### src/rtl/mouse_pkg.sv
// mouse_pkg: shared constants and helpers for the mouse position tracker.
//   DELTA_W / BTN_W     : widths of the decoded PS/2 packet fields
//   BTN_L / BTN_R / BTN_M : bit positions inside the button vector
//   MODE_SAT / MODE_WRAP  : encoding of the wrap_mode input
//   bound_pos()           : clamp or wrap a signed candidate position into [0, max]
package mouse_pkg;

  localparam int DELTA_W = 9;
  localparam int BTN_W   = 3;

  localparam int BTN_L = 0;
  localparam int BTN_R = 1;
  localparam int BTN_M = 2;

  localparam logic MODE_SAT  = 1'b0;
  localparam logic MODE_WRAP = 1'b1;

  // A single correction is enough in wrap mode because a scaled delta never
  // exceeds max+1 in magnitude.
  function automatic int bound_pos(input int s, input int max_val, input logic mode);
    int r;
    r = s;
    if (s < 0) begin
      r = (mode == MODE_WRAP) ? (s + max_val + 1) : 0;
    end else if (s > max_val) begin
      r = (mode == MODE_WRAP) ? (s - (max_val + 1)) : max_val;
    end
    return r;
  endfunction

endpackage

### src/rtl/mouse_pos_tracker_axis.sv
// mouse_axis_accum: one axis of the cursor position.
//   clk, rst             : clock and synchronous active-high reset (pos -> 0)
//   delta                : 9-bit two's-complement movement
//   mode                 : MODE_SAT / MODE_WRAP bound handling
//   load_max/min/mid     : absolute loads (caller guarantees at most one is set)
//   step                 : apply delta to the current position
//   pos                  : registered position, 0..MAX
module mouse_axis_accum
  import mouse_pkg::*;
#(
  parameter int AW      = 11,
  parameter int MAX     = 2047,
  parameter int GAIN_SH = 0,
  parameter int INV     = 0
) (
  input  logic               clk,
  input  logic               rst,
  input  logic [DELTA_W-1:0] delta,
  input  logic               mode,
  input  logic               load_min,
  input  logic               load_max,
  input  logic               load_mid,
  input  logic               step,
  output logic [AW-1:0]      pos
);

  // Two spare bits: one for the sign, one for position + delta overflow.
  localparam int SW = AW + GAIN_SH + 2;

  logic [AW-1:0]        pos_reg;
  logic [AW-1:0]        pos_next;
  logic signed [SW-1:0] delta_ext;
  logic signed [SW-1:0] delta_scaled;
  logic signed [SW-1:0] delta_adj;
  logic signed [SW-1:0] pos_ext;
  logic signed [SW-1:0] sum;

  assign delta_ext    = SW'($signed(delta));
  assign delta_scaled = delta_ext <<< GAIN_SH;
  // Negating -256<<GAIN_SH is safe: SW leaves room for +256<<GAIN_SH.
  assign delta_adj    = (INV != 0) ? -delta_scaled : delta_scaled;
  assign pos_ext      = $signed({{(GAIN_SH + 2){1'b0}}, pos_reg});
  assign sum          = pos_ext + delta_adj;
  assign pos_next     = AW'(bound_pos(int'(sum), MAX, mode));

  always_ff @(posedge clk) begin
    if (rst) begin
      pos_reg <= '0;
    end else if (load_max) begin
      pos_reg <= AW'(MAX);
    end else if (load_min) begin
      pos_reg <= '0;
    end else if (load_mid) begin
      pos_reg <= AW'(MAX >> 1);
    end else if (step) begin
      pos_reg <= pos_next;
    end
  end

  assign pos = pos_reg;

endmodule

### src/rtl/mouse_pos_tracker.sv
// mouse_pos_tracker: turns decoded PS/2 mouse packets into absolute X/Y
// cursor positions, a one-hot LED bar driven by X, and an idle flag.
//   clk, rst      : clock and synchronous active-high reset
//   pkt_valid     : one-cycle strobe qualifying dx, dy, btn and wrap_mode
//   dx, dy        : 9-bit two's-complement deltas (dy positive = up)
//   btn           : button levels [0] left, [1] right, [2] middle
//   wrap_mode     : 0 saturate, 1 wrap
//   x_pos, y_pos  : registered positions, one cycle after the packet
//   led           : one-hot bar from the top bits of x_pos, one cycle after x_pos
//   pos_valid     : one-cycle pulse per accepted packet
//   btn_press     : rising-edge flags, aligned with pos_valid
//   idle          : high once IDLE_CYCLES packet-free cycles have elapsed
module mouse_pos_tracker
  import mouse_pkg::*;
#(
  parameter int X_W         = 11,
  parameter int Y_W         = 10,
  parameter int X_MAX       = 2047,
  parameter int Y_MAX       = 1023,
  parameter int GAIN_SH     = 0,
  parameter int Y_INV       = 0,
  parameter int N_LEDS      = 4,
  parameter int IDLE_CYCLES = 50000000
) (
  input  logic               clk,
  input  logic               rst,
  input  logic               pkt_valid,
  input  logic [DELTA_W-1:0] dx,
  input  logic [DELTA_W-1:0] dy,
  input  logic [BTN_W-1:0]   btn,
  input  logic               wrap_mode,
  output logic [X_W-1:0]     x_pos,
  output logic [Y_W-1:0]     y_pos,
  output logic [N_LEDS-1:0]  led,
  output logic               pos_valid,
  output logic [BTN_W-1:0]   btn_press,
  output logic               idle
);

  localparam int LW = (N_LEDS > 1) ? $clog2(N_LEDS) : 1;
  localparam int CW = $clog2(IDLE_CYCLES + 1);

  logic [BTN_W-1:0]  btn_prev_reg;
  logic [BTN_W-1:0]  press;
  logic              load_max;
  logic              load_min;
  logic              load_mid;
  logic              step;
  logic              pos_valid_reg;
  logic [BTN_W-1:0]  btn_press_reg;
  logic [N_LEDS-1:0] led_reg;
  logic [N_LEDS-1:0] led_next;
  logic [LW-1:0]     led_idx;
  logic [CW-1:0]     idle_cnt_reg;
  logic [CW-1:0]     idle_cnt_next;
  logic              idle_reg;

  assign press = btn & ~btn_prev_reg;

  // Right beats left beats middle; any press discards the packet's movement.
  assign load_max = pkt_valid & press[BTN_R];
  assign load_min = pkt_valid & press[BTN_L] & ~press[BTN_R];
  assign load_mid = pkt_valid & press[BTN_M] & ~press[BTN_L] & ~press[BTN_R];
  assign step     = pkt_valid & (press == '0);

  mouse_axis_accum #(
    .AW      (X_W),
    .MAX     (X_MAX),
    .GAIN_SH (GAIN_SH),
    .INV     (0)
  ) u_x_axis (
    .clk      (clk),
    .rst      (rst),
    .delta    (dx),
    .mode     (wrap_mode),
    .load_min (load_min),
    .load_max (load_max),
    .load_mid (load_mid),
    .step     (step),
    .pos      (x_pos)
  );

  mouse_axis_accum #(
    .AW      (Y_W),
    .MAX     (Y_MAX),
    .GAIN_SH (GAIN_SH),
    .INV     (Y_INV)
  ) u_y_axis (
    .clk      (clk),
    .rst      (rst),
    .delta    (dy),
    .mode     (wrap_mode),
    .load_min (load_min),
    .load_max (load_max),
    .load_mid (load_mid),
    .step     (step),
    .pos      (y_pos)
  );

  // LED decode reads the registered x_pos, hence the extra cycle of latency.
  assign led_idx = x_pos[X_W-1 -: LW];

  generate
    for (genvar gi = 0; gi < N_LEDS; gi++) begin : g_led
      assign led_next[gi] = (led_idx == LW'(gi));
    end
  endgenerate

  always_comb begin
    idle_cnt_next = idle_cnt_reg;
    if (pkt_valid) begin
      idle_cnt_next = '0;
    end else if (idle_cnt_reg != CW'(IDLE_CYCLES)) begin
      idle_cnt_next = idle_cnt_reg + 1'b1;
    end
  end

  always_ff @(posedge clk) begin
    if (rst) begin
      btn_prev_reg  <= '0;
      pos_valid_reg <= 1'b0;
      btn_press_reg <= '0;
      led_reg       <= N_LEDS'(1);
      idle_cnt_reg  <= '0;
      idle_reg      <= 1'b0;
    end else begin
      pos_valid_reg <= pkt_valid;
      btn_press_reg <= pkt_valid ? press : '0;
      if (pkt_valid) begin
        btn_prev_reg <= btn;
      end
      led_reg      <= led_next;
      idle_cnt_reg <= idle_cnt_next;
      // Registered from the next count so idle rises on the edge the count
      // reaches IDLE_CYCLES.
      idle_reg     <= (idle_cnt_next == CW'(IDLE_CYCLES));
    end
  end

  assign pos_valid = pos_valid_reg;
  assign btn_press = btn_press_reg;
  assign led       = led_reg;
  assign idle      = idle_reg;

endmodule

### config.mk
export PLATFORM = sky130hd
export DESIGN_NAME = mouse_pos_tracker
export DESIGN_NICKNAME = d
export VERILOG_FILES = /design/src/rtl/mouse_pkg.sv /design/src/rtl/mouse_pos_tracker_axis.sv /design/src/rtl/mouse_pos_tracker.sv
export SDC_FILE = /design/constraint.sdc
export NUM_CORES = 1
export LEC_CHECK = 0
export ABC_AREA = 0
export ABC_CLOCK_PERIOD_IN_PS = 6530
export CORE_MARGIN = 3
export CORE_UTILIZATION = 45
export CTS_CLUSTER_SIZE = 24
export DETAILED_ROUTE_END_ITERATION = 12
export HOLD_SLACK_MARGIN = 0.02
export PLACE_DENSITY = 0.7
export SYNTH_ARGS = -nofsm -noshare
export SYNTH_HDL_FRONTEND = slang
export SYNTH_SLANG_ARGS = --single-unit
### constraint.sdc
create_clock -name clk -period 6.53 [get_ports clk]
set_clock_uncertainty 0.15 [all_clocks]
set_input_delay 1.959 -clock clk [delete_from_list [all_inputs] [get_ports clk]]
set_output_delay 1.959 -clock clk [all_outputs]
set_load 0.02 [all_outputs]
==> flow_summary_export.csv, run 1 <==
group,metric,value,unit
run_status,status,"complete, no violations",
timing,hold_viol_final,0,
final_layout,drive_gt1_frac,0.05447,
clock_tree,htreeDepth,3,
timing,setup_viol,0,
clock_tree,path_clk_slew,70,ps
synthesis,ys_types,62,
synthesis,syn-num-nets,513,
clock_tree,cts_num_sinks,59,
timing,setup_slack,1828,ps
timing,slew-limit-headroom,0.3646,
power,p_sw,0.0003090,W
final_layout,layout.nets,561,
placed_design,place_congestion,0.9872,
min_path,hold_path_class,"reg2reg",
final_layout,final_cell_mix,"66 x nor2_1, 59 x dfxtp_1, 54 x clkdlybuf4s50_1, 25 x ha_1",
clock_tree,cts_hold_buf,0,
detailed_routing,routed_via_density,5.901,
detailed_routing,drt_pre_antenna_iters,4,
critical_path,arrival,4780,ps
power,power_density,222.0,nW/um^2
timing,timing.final.crit_period,4702,ps
power,power_leakage,1.773,nW
detailed_routing,first_iter_violations,139,
detailed_routing,drc,0,
placed_design,place_inst,603,
die,core,8299,sq um
critical_path,path_class,"in2reg",
synthesis,avgSynthCellArea,8.419,sq um
power,swShare,0.2963,
clock_tree,post_cts_buffers,0,
synthesis,syn_inst,461,
synthesis,ys_ff_latch,59,
clock_tree,cts_tree,"yes",
synthesis,synthFlopType,"dfxtp_1",
final_layout,diodes,0,
synthesis,synth_area_leaders,"dfxtp_1 30%, ha_1 8.1%, nor2_1 6.4%",
clock_tree,clk_path_buf_depth,2,
synthesis,seq_area_frac_synth,0.3043,
die,ios,55,
clock_tree,insertion_delay,330,ps
clock_tree,cts_buffers,9,
die,dieWidth,98.87,um
global_route,grtUsageTotal,0.1944,
synthesis,netlist_area,3881,sq um
timing,slew_viol_final,0,
timing,fin_crit_sh,0.7200,
synthesis,synth_top_area_cell,"dfxtp_1",
placed_design,hpwlAfterDp,6980,um
clock_tree,cts-resized-gates,0,
critical_path,worstPathRequired,6600,ps
die,rows,33,
critical_path,cp_max_fo,10,
detailed_routing,routedWlPerCell,15.31,um
timing,setup_tns,0,ps
die,start_util,0.4677,
flow_run,cap_viol_max_count,0,
final_layout,layout_commonest_cell,"nor2_1",
synthesis,yosysWarnings,0,
die,die-area,9775,sq um
power,power_frac_comb,0.251,
global_route,grt_max_degree,27,
placed_design,io_buffers,54,
timing,rsz0062_at_grt,"no",
synthesis,synthArstFlopShare,0,
power,vdd_drop_max,0.0001046,V
final_layout,syn_to_final_growth,21.02,%
global_route,first_global_vias,3451,
final_layout,largest_reg_flops,26,
power,clockPowerShare,0.371,
power,p_seq_frac,0.378,
synthesis,netlist.area_leader.share,0.3043,
clock_tree,cts_root_buf,"clkbuf_8",
die,die_h,98.87,um
detailed_routing,ant_nets,0,
power,p_int,0.0007338,W
timing,worst_slew_pin_slew,950.1,ps
power,total_power,0.001043,W
global_route,grt_pass1_wl,15810,um
timing,max_freq,212.7,MHz
global_route,grt-ovfl-total,0,
final_layout,fin_cells,619,
placed_design,dp_slack,1537,ps
global_route,antenna_found_initial,0,
detailed_routing,drt_wl_total,9474,um
detailed_routing,num_vias,3653,
synthesis,synth-edff-count,0,
critical_path,worst_setup_path_start_kind,"input pin",
critical_path,cp-end-kind,"flip-flop",
==> routing by layer <==
metal,GRT usage,vias up,part of all wire
met5,0,-,0
met4,0.07773,0,0.021
met3,0.03539,21,0.049
met2,0.3223,113,0.48
met1,0.2493,1715,0.45
li1,-,1804,-
==> synthesized netlist by cell type, drive strengths merged (14+ instances only) <==
| library cell | number |
|---|---|
| nand2 | 18 |
| inv | 18 |
| o21ai | 17 |
| nor2 | 66 |
| dfxtp | 59 |
| a21oi | 17 |
| nand3 | 16 |
| a211oi | 15 |
| ha | 25 |
| xnor2 | 18 |
| xor2 | 17 |
| nor3 | 14 |
==> final timing paths <==
path / slack (ps) / startpoint / endpoint / depth (start not counted)
setup / recovery: 1830 / dy[8] / u_y_axis.pos[7]$_SDFFE_PP0P_ / 8
hold reg to reg: 340 / btn_prev_reg[1]$_SDFFE_PP0P_ / btn_prev_reg[1]$_SDFFE_PP0P_ / 2
hold / removal: 340 / btn_prev_reg[1]$_SDFFE_PP0P_ / btn_prev_reg[1]$_SDFFE_PP0P_ / 2
setup reg to reg: 3670 / u_y_axis.pos[3]$_SDFFE_PP0P_ / u_y_axis.pos[7]$_SDFFE_PP0P_ / 7
==> power by group through the flow <==
stage	Sequential (W)	Clock [W]	Combinational (W)
5_1_grt	0.000398	0.000409	0.000289
2_1_floorplan	0.000419	0	0.000157
4_1_cts	0.000395	0.000392	0.000261
3_5_place_dp	0.000402	0	0.000260
3_3_place_gp	0.000403	0	0.000255
6_report	0.000395	0.000387	0.000261
==> area by class of cell <==
class / count / area (sq um)
inverter: 18 / 67.56
tap: 105 / 131.4
clock buffer: 12 / 155.1
multi-input combinational: 366 / 2541
sequential: 59 / 1181
fill: 763 / 3602
clock inverter: 4 / 72.57
timing repair buffer: 55 / 548.0
==> worst max-delay path: stages <==
cell and delay, ps:
clkdlybuf4s50_1 590, ha_1 460, nor2_1 90, a21o_1 170, a211oi_1 640, a211o_1 200
nand3_1 310, o221a_1 350
==> cell families (layout without fill, tap and decap cells) <==
kind of cell | Yosys count | after routing | synth area share
AND/OR/NAND/NOR | 185 | 185 | 0.2524
AO/OA/AOI/OAI | 114 | 114 | 0.2195
flip-flops | 59 | 59 | 0.3043
buffers and inverters | 36 | 89 | 0.04094
XOR/XNOR | 35 | 35 | 0.07898
adder cells (fa/ha/maj) | 27 | 27 | 0.09091
multiplexers | 5 | 5 | 0.01290
==> through the flow <==
| step | area (sq um) | util | hold slack [ps] |
|---|---|---|---|
| final | 4697 | 0.5660 | 340.4 |
| after global routing | 4697 | 0.5660 | 383.8 |
| after CTS | 4697 | 0.5660 | 344.8 |
| after detailed placement | 4469 | 0.5385 | 328.9 |
| after global placement | 4469 | 0.5385 | 315.7 |
| after floorplan | 3881 | - | 301.1 |
Note: power is estimated with default switching activity, not from simulation.
==> inputs of run 2 (changes only) <==
--- a/config.mk
+++ b/config.mk
@@ -6,7 +6,7 @@
 export NUM_CORES = 1
 export LEC_CHECK = 0
 export ABC_AREA = 0
-export ABC_CLOCK_PERIOD_IN_PS = 6530
+export ABC_CLOCK_PERIOD_IN_PS = 4700
 export CORE_MARGIN = 3
 export CORE_UTILIZATION = 45
 export CTS_CLUSTER_SIZE = 24
==> constraint.sdc (replaced) <==
create_clock -name clk -period 4.7 [get_ports clk]
set_clock_uncertainty 0.15 [all_clocks]
set_input_delay 1.41 -clock clk [delete_from_list [all_inputs] [get_ports clk]]
set_output_delay 1.41 -clock clk [all_outputs]
set_load 0.02 [all_outputs]
==> run 2 against run 1 <==
  * Sequential power grew 39%
  * Total power is 42% higher
  * Cell count is 0.32% higher
  * Non-clock buffer count increased by 2
  * Worst setup slack worse by 1100 ps
  * Critical endpoint is now u_y_axis.pos[8]$_SDFFE_PP0P_
  * Highest routed layer unchanged
==> flow_summary_export.csv, run 2 (same netlist as run 1, synthesis figures left out) <==
group,metric,value,unit
final_layout,layout_commonest_cell,"nor2_1",
clock_tree,path_clk_slew,70,ps
timing,max_freq,250.4,MHz
placed_design,io_buffers,54,
critical_path,cp_max_fo,10,
timing,slew-limit-headroom,0.5123,
global_route,grt_pass1_wl,15960,um
critical_path,cp-end-kind,"flip-flop",
global_route,grt-ovfl-total,0,
power,power_density,314.3,nW/um^2
global_route,grtUsageTotal,0.1968,
clock_tree,cts_root_buf,"clkbuf_8",
critical_path,worstPathRequired,4780,ps
die,start_util,0.4677,
detailed_routing,ant_nets,0,
critical_path,worst-r2r-cell-count,9,
clock_tree,insertion_delay,340,ps
final_layout,drive_gt1_frac,0.05814,
detailed_routing,routed_via_density,5.824,
placed_design,hpwlAfterDp,7108,um
clock_tree,post_cts_buffers,0,
power,p_sw,0.0004265,W
die,die-area,9775,sq um
clock_tree,cts_buffers,9,
final_layout,layout.nets,563,
detailed_routing,num_vias,3617,
timing,slew_viol_final,0,
critical_path,reg2reg_slack,1920,ps
min_path,holdPathStages,2,
critical_path,rr_startpoint,"u_x_axis.pos[0]$_SDFFE_PP0P_",
die,die_h,98.87,um
power,swShare,0.2872,
min_path,min-delay-start,"btn_prev_reg[2]$_SDFFE_PP0P_",
final_layout,diodes,0,
global_route,antenna_found_initial,0,
detailed_routing,drt_wl_total,9449,um
die,dieWidth,98.87,um
die,ios,55,
placed_design,place_congestion,0.9034,
min_path,min_to,"btn_prev_reg[2]$_SDFFE_PP0P_",
global_route,grt_max_degree,27,
detailed_routing,routedWlPerCell,15.22,um
clock_tree,htreeDepth,3,
power,p_int,0.001059,W
flow_run,cap_viol_max_count,0,
timing,setup_viol,0,
critical_path,arrival,4070,ps
clock_tree,clk_path_buf_depth,2,
clock_tree,cts_hold_buf,0,
timing,hold_viol_final,0,
die,core,8299,sq um
detailed_routing,first_iter_violations,155,
timing,worst_slew_pin_slew,727.1,ps
detailed_routing,drt_pre_antenna_iters,5,
final_layout,syn_to_final_growth,21.76,%
run_status,status,"complete, no violations",
global_route,first_global_vias,3474,
power,power_frac_comb,0.247,
timing,rsz0062_at_grt,"no",
power,clockPowerShare,0.383,
die,rows,33,
timing,fin_crit_sh,0.8497,
timing,timing.final.crit_period,3994,ps
final_layout,largest_reg_flops,26,
timing,setup_tns,0,ps
min_path,hold_path_class,"reg2reg",
final_layout,final_cell_mix,"66 x nor2_1, 59 x dfxtp_1, 54 x clkdlybuf4s50_1, 25 x ha_1",
clock_tree,cts_tree,"yes",
critical_path,r2r_end,"u_x_axis.pos[0]$_SDFFE_PP0P_",
power,vdd_drop_max,0.0001697,V
power,total_power,0.001485,W
detailed_routing,drc,0,
critical_path,worst_setup_path_start_kind,"input pin",
critical_path,path_class,"in2reg",
power,power_leakage,1.794,nW
power,p_seq_frac,0.371,
clock_tree,cts-resized-gates,0,
clock_tree,cts_num_sinks,59,
==> run 2: how the worst max path moves through the flow <==
stage,startpoint,depth (start not counted),to,slack (ps)
6_report,dy[8],8,u_y_axis.pos[8]$_SDFFE_PP0P_,710
5_1_grt,dy[8],8,u_y_axis.pos[5]$_SDFFE_PP0P_,480
4_1_cts,dy[8],8,u_y_axis.pos[2]$_SDFFE_PP0P_,760
3_5_place_dp,dy[8],8,u_y_axis.pos[2]$_SDFFE_PP0P_,400
3_3_place_gp,dy[0],10,u_y_axis.pos[2]$_SDFFE_PP0P_,530
2_1_floorplan,dx[0],10,u_x_axis.pos[0]$_SDFFE_PP0P_,1160
==> run 2: power groups by stage <==
stage | sequential, W | clock (W) | combinational (W)
floorplan | 0.000582 | 0 | 0.000218
global placement | 0.000560 | 0 | 0.000356
detailed placement | 0.000560 | 0 | 0.000361
CTS | 0.000550 | 0.000579 | 0.000365
global route | 0.000554 | 0.000604 | 0.000403
finish | 0.000550 | 0.000569 | 0.000366
==> run 2: worst max-delay path: stages <==
cell	delay (ps)
clkdlybuf4s50_1	570
ha_1	440
nor2_1	90
a21o_1	170
a211oi_1	620
a211o_1	190
nand3_1	260
o221a_1	310
==> run 2: metal layers <==
metal / share of wire / global-route usage / wire length (um) / up-vias
met1: 0.45 / 0.2453 / 4277 / 1689
met4: 0.022 / 0.08718 / 204 / 0
met2: 0.47 / 0.3192 / 4462 / 107
li1: - / - / - / 1801
met5: 0 / 0 / 0 / -
met3: 0.053 / 0.05096 / 505 / 20
==> run 2: layout make-up <==
cell class                      count  area [sq um]
Clock buffer                       11         141.4
Clock inverter                      5         100.1
Fill cell                         737          3573
Tap cell                          105         131.4
Multi-Input combinational cell    366          2541
Inverter                           18         67.56
Timing Repair Buffer               57         563.0
Sequential cell                    59          1181
==> run 2: through the flow <==
stage / hold WS [ps] / setup slack, ps / cell area [sq um] / cells / utilization
floorplan: 301.1 / 1157 / 3881 / 461 / -
global placement: 316.0 / 530.5 / 4484 / 605 / 0.5403
detailed placement: 334.2 / 396.6 / 4484 / 605 / 0.5403
CTS: 353.9 / 760.7 / 4726 / 621 / 0.5694
global route: 386.5 / 476.0 / 4726 / 621 / 0.5694
finish: 348.0 / 706.3 / 4726 / 621 / 0.5694
==> inputs of run 3 (changes only) <==
--- a/config.mk
+++ b/config.mk
@@ -6,7 +6,7 @@
 export NUM_CORES = 1
 export LEC_CHECK = 0
 export ABC_AREA = 0
-export ABC_CLOCK_PERIOD_IN_PS = 4700
+export ABC_CLOCK_PERIOD_IN_PS = 4100
 export CORE_MARGIN = 3
 export CORE_UTILIZATION = 45
 export CTS_CLUSTER_SIZE = 24
==> constraint.sdc (replaced) <==
create_clock -name clk -period 4.1 [get_ports clk]
set_clock_uncertainty 0.15 [all_clocks]
set_input_delay 1.23 -clock clk [delete_from_list [all_inputs] [get_ports clk]]
set_output_delay 1.23 -clock clk [all_outputs]
set_load 0.02 [all_outputs]
==> run 3 against run 2 <==
  * Sequential power is 14% higher
  * Non-clock buffer count up 10
  * Wire length is 0.88% higher
  * Sequential cell count did not move
  * Hold slack got worse by 2.6 ps
  * Clock power shrank 18%
  * Combinational power increased by 18%
  * Design area is essentially flat
  * Core utilization barely moved
  * Global-route usage is essentially flat
  * Worst setup slack got worse by 490 ps
  * Critical path type unchanged
  * Critical endpoint is now u_x_axis.pos[3]$_SDFFE_PP0P_
  * Largest power group is now registers
==> flow_summary_export.csv, run 3 (same netlist as run 1, synthesis figures left out) <==
group,metric,value,unit
run_status,status,"complete, no violations",
die,core,8299,sq um
critical_path,path_cells,"clkdlybuf4s50_1, ha_1, inv_1, fa_1, nor2b_1, o31a_1, o311ai_2, a211oi_1, nor3_2, a211oi_1",
clock_tree,cts_tree,"yes",
final_layout,syn_to_final_growth,21.79,%
critical_path,arrival,3910,ps
clock_tree,cts_buffers,9,
clock_tree,cts_hold_buf,0,
placed_design,dp_slack,-57.83,ps
final_layout,fin_util,0.5696,
detailed_routing,drc,0,
min_path,hold_path_class,"reg2reg",
detailed_routing,dr_wl_met3,378,um
final_layout,layout_commonest_cell,"nor2_1",
critical_path,cp_common_cell,"a211oi_1",
critical_path,worst-path-stages,10,
global_route,grtUsageTotal,0.1971,
detailed_routing,ant_nets,0,
timing,worst_slew_pin_slew,800.1,ps
timing,hold_viol_final,0,
critical_path,cp-end-kind,"flip-flop",
final_layout,largest_reg_flops,26,
final_layout,drive_gt1_frac,0.07619,
critical_path,worstPathRequired,4130,ps
power,vdd_drop_max,0.0001655,V
detailed_routing,routedWlPerCell,15.13,um
die,rows,33,
final_layout,diodes,0,
flow_run,cap_viol_max_count,0,
clock_tree,cts_root_buf,"clkbuf_8",
global_route,antenna_found_initial,0,
final_layout,layout.nets,573,
placed_design,hpwlAfterDp,7130,um
timing,max_freq,257.7,MHz
critical_path,critPathBufInv,2,
timing,slew-limit-headroom,0.4634,
clock_tree,cts_num_sinks,59,
critical_path,worst_setup_path_start_kind,"input pin",
detailed_routing,drt_wl_total,9532,um
die,ios,55,
die,die-area,9775,sq um
global_route,grt_pass1_wl,15900,um
clock_tree,post_cts_buffers,0,
timing,setup_viol,0,
detailed_routing,drt_pre_antenna_iters,4,
clock_tree,path_clk_slew,70,ps
global_route,first_global_vias,3512,
clock_tree,insertion_delay,330,ps
final_layout,final_cell_mix,"66 x nor2_1, 59 x dfxtp_1, 54 x clkdlybuf4s50_1, 25 x ha_1",
clock_tree,htreeDepth,3,
timing,fin_crit_sh,0.9465,
detailed_routing,met2_length,4732,um
detailed_routing,wl_met1,4294,um
detailed_routing,num_vias,3606,
detailed_routing,routed_via_density,5.724,
critical_path,path_class,"in2reg",
power,power_leakage,1.804,nW
power,power_density,322.4,nW/um^2
global_route,grt_max_degree,31,
critical_path,cp_max_fo,10,
detailed_routing,first_iter_violations,83,
placed_design,place_congestion,0.9016,
detailed_routing,maxUsedRoutingLayer,"met4",
timing,setup_slack,219.4,ps
die,die_h,98.87,um
die,dieWidth,98.87,um
timing,slew_viol_final,0,
placed_design,io_buffers,54,
critical_path,critPathTopFamily,"compound AO/OA/AOI/OAI gates",
global_route,grt-ovfl-total,0,
critical_path,cp_slowest_stage_delay,650,ps
min_path,holdPathStages,2,
timing,timing.final.crit_period,3881,ps
critical_path,worst-r2r-cell-count,9,
die,start_util,0.4677,
clock_tree,cts-resized-gates,0,
critical_path,critical-path-slowest-cell,"nor3_2",
clock_tree,clk_path_buf_depth,2,
timing,rsz0062_at_grt,"no",
[run 3: cell count changes in the layout (fill, tap and decap cells not counted)]
cell        before  now
clkinvlp_4       0    2
clkinv_2         2    3
clkbuf_1         1    0
buf_4            3   13
bufinv_16        3    0
[run 3: area by class of cell]
type / count / area, sq um
fill: 799 / 3572
multi-input combinational: 366 / 2541
sequential: 59 / 1181
timing repair buffer: 67 / 638.1
clock buffer: 10 / 137.6
tap: 105 / 131.4
inverter: 18 / 67.56
clock inverter: 5 / 30.03
[run 3: path summary, 6_finish.rpt]
kind                                  end                    startpoint  slack (ps)
max reg2reg  u_x_axis.pos[3]$_SDFFE_PP0P_  u_x_axis.pos[0]$_SDFFE_PP0P_        1200
max          u_x_axis.pos[3]$_SDFFE_PP0P_                         dx[0]         220
min reg2reg  btn_prev_reg[1]$_SDFFE_PP0P_  btn_prev_reg[1]$_SDFFE_PP0P_         350
min          btn_prev_reg[1]$_SDFFE_PP0P_  btn_prev_reg[1]$_SDFFE_PP0P_         350
[run 3: where the power goes]
part           total, W  internal [W]  switching, W
sequential     0.000628      0.000602     0.0000253
clock          0.000465      0.000229      0.000237
combinational  0.000431      0.000205      0.000226
total           0.00152       0.00104      0.000488
[run 3: through the flow]
step / TNS (ps) / hold WS, ps / cells / area, sq um / power [W]
5_1_grt: 0 / 379.8 / 630 / 4727 / 0.001611
4_1_cts: 0 / 346.5 / 630 / 4727 / 0.001542
3_3_place_gp: 0 / 316.0 / 615 / 4559 / 0.001064
6_report: 0 / 345.4 / 630 / 4727 / 0.001524
2_1_floorplan: 0 / 301.1 / 461 / 3881 / 0.0009174
3_5_place_dp: -456.5 / 330.8 / 615 / 4559 / 0.001069
[run 3: tightest hold or removal path, delay by kind of cell (launching register included)]
| kind | cells | cell delay (ps) |
|---|---|---|
| AND/OR/NAND/NOR | 1 | 70 |
| flip-flops | 1 | 320 |
| multiplexers | 1 | 60 |
[run 3: layer usage]
metal / vias up / global-route usage
met5: - / 0
met4: 0 / 0.06723
met3: 10 / 0.05591
met2: 79 / 0.3368
met1: 1688 / 0.2369
li1: 1829 / -
